[config.mk]
export PLATFORM = sky130hd
export DESIGN_NAME = seg7_scan_driver
export DESIGN_NICKNAME = d
export VERILOG_FILES = /design/src/rtl/seg7_scan_driver.sv
export SDC_FILE = /design/constraint.sdc
export NUM_CORES = 1
export LEC_CHECK = 0
export ABC_AREA = 1
export CORE_ASPECT_RATIO = 1.75
export CORE_UTILIZATION = 56
export CTS_CLUSTER_DIAMETER = 150
export DETAILED_ROUTE_END_ITERATION = 10
export PLACE_DENSITY = 0.79
export SYNTH_ARGS = -nofsm -noshare
export SYNTH_HDL_FRONTEND = slang
export SYNTH_SLANG_ARGS = --single-unit
[constraint.sdc]
create_clock -name JM1222HM_clk -period 2.3 [get_ports JM1222HM_clk]
set_input_delay 0.46 -clock JM1222HM_clk [delete_from_list [all_inputs] [get_ports JM1222HM_clk]]
set_output_delay 0.46 -clock JM1222HM_clk [all_outputs]
set_load 0.05 [all_outputs]
[src/rtl/seg7_scan_driver.sv]
// Scanned multi-digit 7-segment driver: double-buffered hex value, per-digit
// decode with decimal point, blanking and leading-zero suppression.
module seg7_scan_driver #(
  parameter int DIGITS      = 4,
  parameter int REFRESH_DIV = 50000
) (
  input  logic                  JM1222HM_clk,
  input  logic                  JM1222HM_rst_n,
  input  logic [4*DIGITS-1:0]   JM1222HM_value,
  input  logic [DIGITS-1:0]     JM1222HM_dp,
  input  logic [DIGITS-1:0]     JM1222HM_blank,
  input  logic                  JM1222HM_lz_en,
  input  logic                  JM1222HM_load,
  output logic [6:0]            JM1222HM_seg_n,
  output logic                  JM1222HM_dp_n,
  output logic [DIGITS-1:0]     JM1222HM_an_n,
  output logic                  JM1222HM_frame
);

  localparam int IW = (DIGITS > 1) ? $clog2(DIGITS) : 1;
  localparam int PW = $clog2(REFRESH_DIV);
  localparam logic [PW-1:0] PCNT_LAST = PW'(REFRESH_DIV - 1);
  localparam logic [IW-1:0] IDX_LAST  = IW'(DIGITS - 1);

  logic [PW-1:0]         pcnt;
  logic [IW-1:0]         idx;
  logic                  dwell_end;
  logic                  boundary;
  logic                  bnd_q;

  logic [4*DIGITS-1:0]   pend_value;
  logic [DIGITS-1:0]     pend_dp;
  logic [DIGITS-1:0]     pend_blank;
  logic                  pend_lz;
  logic                  pend_valid;

  logic [4*DIGITS-1:0]   disp_value;
  logic [DIGITS-1:0]     disp_dp;
  logic [DIGITS-1:0]     disp_blank;
  logic                  disp_lz;

  logic [DIGITS-1:0]     supp;
  logic                  zero_run;
  logic [3:0]            cur_nib;
  logic                  cur_dp;
  logic                  cur_dark;
  logic [DIGITS-1:0]     an_next;

  function automatic logic [6:0] hex_to_seg(input logic [3:0] nib);
    logic [6:0] s;
    case (nib)
      4'h0: s = 7'h3F;
      4'h1: s = 7'h06;
      4'h2: s = 7'h5B;
      4'h3: s = 7'h4F;
      4'h4: s = 7'h66;
      4'h5: s = 7'h6D;
      4'h6: s = 7'h7D;
      4'h7: s = 7'h07;
      4'h8: s = 7'h7F;
      4'h9: s = 7'h6F;
      4'hA: s = 7'h77;
      4'hB: s = 7'h7C;
      4'hC: s = 7'h39;
      4'hD: s = 7'h5E;
      4'hE: s = 7'h79;
      default: s = 7'h71;
    endcase
    return s;
  endfunction

  assign dwell_end = (pcnt == PCNT_LAST);
  assign boundary  = dwell_end && (idx == IDX_LAST);

  always_ff @(posedge JM1222HM_clk) begin
    if (!JM1222HM_rst_n) begin
      pcnt <= '0;
      idx  <= '0;
    end else if (dwell_end) begin
      pcnt <= '0;
      idx  <= (idx == IDX_LAST) ? '0 : idx + IW'(1);
    end else begin
      pcnt <= pcnt + PW'(1);
    end
  end

  // Display swaps only at frame boundaries so a frame never mixes two values;
  // a load on the boundary cycle lands in pending after the older one is applied.
  always_ff @(posedge JM1222HM_clk) begin
    if (!JM1222HM_rst_n) begin
      pend_value <= '0;
      pend_dp    <= '0;
      pend_blank <= '0;
      pend_lz    <= 1'b0;
      pend_valid <= 1'b0;
      disp_value <= '0;
      disp_dp    <= '0;
      disp_blank <= '0;
      disp_lz    <= 1'b0;
    end else begin
      if (boundary && pend_valid) begin
        disp_value <= pend_value;
        disp_dp    <= pend_dp;
        disp_blank <= pend_blank;
        disp_lz    <= pend_lz;
        pend_valid <= 1'b0;
      end
      if (JM1222HM_load) begin
        pend_value <= JM1222HM_value;
        pend_dp    <= JM1222HM_dp;
        pend_blank <= JM1222HM_blank;
        pend_lz    <= JM1222HM_lz_en;
        pend_valid <= 1'b1;
      end
    end
  end

  // Walk from the most significant digit down; a digit is suppressed while
  // every nibble from it upward is zero. Digit 0 always shows.
  always_comb begin
    zero_run = 1'b1;
    supp     = '0;
    for (int k = DIGITS - 1; k >= 0; k--) begin
      zero_run = zero_run & (disp_value[4*k +: 4] == 4'h0);
      supp[k]  = disp_lz & zero_run & (k != 0);
    end
  end

  always_comb begin
    cur_nib  = '0;
    cur_dp   = 1'b0;
    cur_dark = 1'b0;
    an_next  = '1;
    for (int k = 0; k < DIGITS; k++) begin
      if (idx == IW'(k)) begin
        cur_nib    = disp_value[4*k +: 4];
        cur_dp     = disp_dp[k];
        cur_dark   = disp_blank[k] | supp[k];
        an_next[k] = 1'b0;
      end
    end
  end

  // Anode and segment data share one register stage so they switch together;
  // frame is delayed one extra stage to line up with digit 0 appearing.
  always_ff @(posedge JM1222HM_clk) begin
    if (!JM1222HM_rst_n) begin
      JM1222HM_seg_n <= 7'h7F;
      JM1222HM_dp_n  <= 1'b1;
      JM1222HM_an_n  <= '1;
      JM1222HM_frame <= 1'b0;
      bnd_q          <= 1'b0;
    end else begin
      JM1222HM_seg_n <= cur_dark ? 7'h7F : ~hex_to_seg(cur_nib);
      JM1222HM_dp_n  <= cur_dark | ~cur_dp;
      JM1222HM_an_n  <= an_next;
      bnd_q          <= boundary;
      JM1222HM_frame <= bnd_q;
    end
  end

endmodule

# Yosys cells after proc, flatten, opt, wreduce, memory -nomap -nowiden
# Memory sizes are Yosys's and may differ from the RTL's.
# Index checks and enable logic that the tools add are counted.
# word_totals
reg_bits	83
mem_bits_rw	0
in_bits	28
romBits	112
latch_bits	0
elab_cells	64
out_inout_bits	13
memories	1
# memory_table
memory	depth	word_bits	rd	rd_ports_with_merged_regs	wr	line_no	rtl
(no name shown)	16	7	1	0	0	51	case (nib)
# op_classes
n_eq_ne	4
n_div	0
magnitude_cmp	0
shift	0
n_mul	0
addsub	2
reduce_logical	9
bitwise	12
muxes	20
# ops
op	n
$add A16 B1 Y16 const B	1
$eq A16 B16 Y1 const B	1
$mux W4	4
$mux W1	14
$logic_not A4 Y1	3
$mux W7	1
$not A7 Y7	1
$and A1 B1 Y1	5
$eq A2 B2 Y1 const B	2
$or A1 B1 Y1	4
$reduce_or A2 Y1	2
$add A2 B1 Y2 const B	1
$eq A2 B1 Y1 const B	1
$logic_and A1 B1 Y1	2
$logic_not A2 Y1	1
$mux W2	1
$not A1 Y1	2
$reduce_bool A2 Y1	1

# Logic depth before layout (Yosys ltp)
# logic_depth
word_depth	9
depth_mapped	15
mapped_depth_nobuf	15

# Least setup slack after synthesis
# Ideal clock, no wire load.
# synth_path
path_type	reg-to-reg
from	reg idx[0]
to	reg JM1222HM_seg_n[3]
setup_time_ns	0.120
stages_incl_launch_ff	15
setup_slack_ns	0.235
arrival_time_ns	1.945
cell_sequence	dfxtp_1 inv_1 ha_1 inv_1 nor2_1 nor2_1 a22oi_1 inv_1 ha_1 inv_1 nand3_1 nand3_1 nand2_1 inv_1 nand2_1
# synth_between
elab_chain_len	8
# synth_rtl
item	line_no	rtl
from (decl)	26	logic [IW-1:0] idx;
from (signal assigned)	81	idx <= (idx == IDX_LAST) ? '0 : idx + IW'(1);
$logic_not A2 Y1	135	if (idx == IW'(k)) begin
$mux W4 (4 in series)	135	
$mem_v2 Z16 W7	--	
$mux W7	147	if (!JM1222HM_rst_n) begin
$not A7 Y7	154	JM1222HM_seg_n <= cur_dark ? 7'h7F : ~hex_to_seg(cur_nib);
to (signal assigned)	154	
to (decl)	14	output logic [6:0] JM1222HM_seg_n,
# Parallel ways exist; a longest one is shown, timed or not. The select of a mux whose other input is x is not followed.
# A chain may end at the register's enable or synchronous reset.

# Worst setup path after layout
# layout_path
from	reg idx[0]
to	reg JM1222HM_seg_n[0]
# The elaborated chain is that of the path after synthesis.

==> summary.txt <==
Detailed routing
  – Routed via count divided by cell count: roughly 5.3
  – Vias after detailed routing: around 3400
  – Post-detailed-route DRC marker count: 0
  – Antenna violation net count after detailed routing: 0
  – Number of search-and-repair iterations in the first detailed-routing pass: 7
  – Drt first-iter violations: ~240
  – Wire length reported by the detailed router: 8410 µm
  – Drt wl/cell: about 13 µm

Timing
  – Tightest slew margin relative to the limit: between 60% and 70%
  – Fin. max-slew vios: 0
  – Maximum operating frequency: about 0.48 GHz
  – Least-Margin Pin Slew: ~500 ps
  – Setup repair after global routing missed its margin: no
  – Setup TNS Final: 0 ps
  – Final setup violation count: 0
  – Total count of hold-check failures in the final report: 0
  – Part of the cycle the worst path needs: around 91%
  – Worst setup skew after layout: a little under 7 ps
  – Period minus WS final: approximately 2100 ps

Final layout
  – Number of inserted diodes: 0
  – Most frequent cells in the layout: 108 x nand2_1, 83 x dfxtp_1, 81 x nor2_1
  – Share of cells above drive strength 1: 8.53%
  – Most common cell after layout, fill and taps aside: nand2_1
  – Layout-stage area growth over the synthesis result: 20.0%
  – Post-route standard cell area excluding fillers: ~4400 µm²
  – Number of nets in the finished design: a little under 600

Logic synthesis
  – Register bit count reported by yosys: between 80 and 90
  – Synth Warn #: 0
  – Syn Nets: about 550
  – Part of the Yosys area used for sequential elements: around 45%
  – Number of library cell types mapped by synthesis: 34
  – Cell count after synthesis: 507
  – Post-Syn Area per Cell: 7.30 µm²
  – Synthesized area: about 3700 µm²

Power
  – Ratio of total power to cell area: roughly 670 nW/µm²
  – Leakage: approximately 1.8 nW
  – Worst vdd ir: between 400 and 500 µV

Critical path
  – Crit Path Class: reg2reg
  – Crit path launch type: register
  – CP Max Fanout: 6
  – Worst setup slack for register-to-register paths: 210 ps
  – R2R depth: 14
  – Data required time of the critical path: around 2600 ps
  – Crit end category: register
  – Signal arrival time at the worst endpoint: about 2300 ps
  – Worst r2r dst: JM1222HM_seg_n[0]$_SDFF_PP1_
  – Worst r2r src: idx[0]$_SDFFE_PN0N_

Worst hold path
  – Worst Hold Path EP: JM1222HM_frame$_SDFF_PN0_
  – Hold Path Cell Cnt: 2
  – Source of the worst hold timing path: bnd_q$_SDFF_PN0_
  – Type of the worst min-delay path: reg2reg

CTS
  – Clock tree sinks: 83
  – Clock slew seen by the registers of the worst setup and hold paths: about 80 ps
  – CTS tree: done
  – Cts-stage hold buffer count: 0
  – Clock tree root driver cell: clkbuf_8
  – Insertion delay of the later-clocked pin in the worst-skew pair: around 360 ps
  – H-tree level count: 3
  – TritonCTS Buffers: 9
  – Max Buffers Root-to-Sink: 2

Global route
  – Global router's overall resource usage: around a quarter
  – Overflow left after global routing: 0
  – Initial antenna violation count: 0
  – Largest net degree at the start of global routing: 30
  – Vias in the first global route: between 3000 and 4000
  – Wire length of the first global-routing pass: 14100 µm

Place
  – HPWL after DPL: a little over 6000 µm
  – Instance area at placement: 4160 µm²
  – Final Wtd Congestion: 0.963
  – Quantity of I/O buffers inserted on ports: 40

Die
  – Die extent in x: around 63 µm
  – Std-Cell Core Area: ~6300 µm²
  – Area enclosed by the die boundary: 6950 µm²
  – Vert. Die Dim: between 100 and 150 µm
  – Std-Cell Rows: 38
  – Initial core utilization: between 50% and 60%
  – IO Pins: 41

Run status
  – Status: finished, final reports clean

Job
  – Max_cap viols: 0
-- routing by layer --
metal / wire length (µm) / up-vias / track usage (%) / part of all wire [%]
met2: 4490 / 88 / 50.0 / 53
li1: - / 1731 / - / -
met5: 0 / - / 0 / 0
met1: 3270 / 1522 / 26.0 / 39
met3: 326 / 30 / 5.81 / 3.9
met4: 317 / 0 / 15.3 / 3.8
-- cell usage after synthesis --
| cell | number | area [µm²] |
|---|---|---|
| nand2_1 | 109 | 409 |
| dfxtp_1 | 83 | 1660 |
| nor2_1 | 81 | 304 |
| a21oi_1 | 44 | 220 |
| inv_1 | 40 | 150 |
| o21ai_0 | 31 | 155 |
| nand4_1 | 29 | 181 |
| nand3_1 | 23 | 115 |
| clkbuf_1 | 13 | 48.8 |
| ha_1 | 11 | 138 |
| nor3_1 | 5 | 25.0 |
| buf_2 | 4 | 20.0 |
| buf_6 | 4 | 45.0 |
| inv_2 | 3 | 11.3 |
| nand2_2 | 3 | 18.8 |
| or2_2 | 3 | 18.8 |
| nor3b_1 | 2 | 15.0 |
| nor4_1 | 2 | 12.5 |
| xor2_1 | 2 | 17.5 |
| a22oi_1 | 1 | 7.51 |
| a31oi_1 | 1 | 6.26 |
| and2_0 | 1 | 6.26 |
| and2_1 | 1 | 6.26 |
| buf_1 | 1 | 3.75 |
| buf_4 | 1 | 7.51 |
| nand3_2 | 1 | 10.0 |
| nand3_4 | 1 | 17.5 |
| nand3b_1 | 1 | 7.51 |
| nor2_2 | 1 | 6.26 |
| nor2_4 | 1 | 11.3 |
| nor2_8 | 1 | 20.0 |
| nor3_2 | 1 | 10.0 |
| o31ai_1 | 1 | 7.51 |
| or3_1 | 1 | 6.26 |
-- critical path, stage by stage, from the launching register on --
cell and delay, ps:
dfxtp_1 370, inv_1 120, ha_1 240, buf_4 160, a21oi_1 140, nand2_1 80, nand2_2 120, inv_1 80
ha_1 250, inv_1 90, nand3_1 90, nand3_1 100, nand2_1 60, inv_1 40, nand2_1 40
-- state kept, by name, summed over array words and instances (netlist names) --
signal / cells
disp_value: 16
pend_valid: 1
pend_value: 16
JM1222HM_frame: 1
JM1222HM_an_n: 4
idx: 2
disp_lz: 1
disp_blank: 4
pend_blank: 4
bnd_q: 1
JM1222HM_dp_n: 1
pend_dp: 4
pend_lz: 1
disp_dp: 4
JM1222HM_seg_n: 7
pcnt: 16
-- power breakdown --
part	internal, mW	switching, mW	leakage [nW]
registers	1.48	0.0223	0.679
clock network	0.808	0.498	0.133
logic	0.0817	0.102	1.02
-- layout make-up --
cell class	instances	area [µm²]
Inverter	43	161
Timing Repair Buffer	51	483
Clock buffer	12	165
Clock inverter	4	95.1
Tap cell	80	100
Multi-Input combinational cell	358	1780
Sequential cell	83	1660
Fill cell	545	1830
-- worst max path at each step --
stage                   startpoint                            to  slack [ps]  cells past startpoint
3_5_place_dp   idx[1]$_SDFFE_PN0N_  JM1222HM_seg_n[3]$_SDFF_PP1_         150                     14
6_report       idx[0]$_SDFFE_PN0N_  JM1222HM_seg_n[0]$_SDFF_PP1_         210                     14
3_3_place_gp   idx[1]$_SDFFE_PN0N_  JM1222HM_seg_n[3]$_SDFF_PP1_         270                     14
2_1_floorplan  idx[0]$_SDFFE_PN0N_  JM1222HM_seg_n[3]$_SDFF_PP1_         240                     14
4_1_cts        idx[1]$_SDFFE_PN0N_  JM1222HM_seg_n[1]$_SDFF_PP1_         100                     12
5_1_grt        idx[1]$_SDFFE_PN0N_  JM1222HM_seg_n[3]$_SDFF_PP1_          20                     14
-- cells by family after synthesis --
group	after synthesis	share of synthesized area, %
xor gates and xnor gates	2	0.473
AOI/OAI and AO/OA	78	10.7
buffers and inverters	66	7.74
and+or+nand+nor	267	32.5
DFF	83	44.9
adders and majority gates	11	3.72
-- timing repair --
action,CTS,global route
setup buffers,0,0
gates resized for setup,0,6
setup endpoints to repair,0,6
-- per-stage QoR --
| stage | power (mW) | setup WS [ps] | std cells | hold slack, ps | util [%] |
|---|---|---|---|---|---|
| floorplan | 1.63 | 235 | 507 | 390 | - |
| global placement | 1.71 | 273 | 615 | 414 | 66.3 |
| detailed placement | 1.72 | 148 | 615 | 410 | 66.3 |
| CTS | 3.02 | 97.0 | 631 | 427 | 70.4 |
| global route | 3.10 | 23.2 | 631 | 443 | 70.8 |
| finish | 2.99 | 207 | 631 | 429 | 70.8 |
Note: power is estimated with default switching activity, not from simulation.
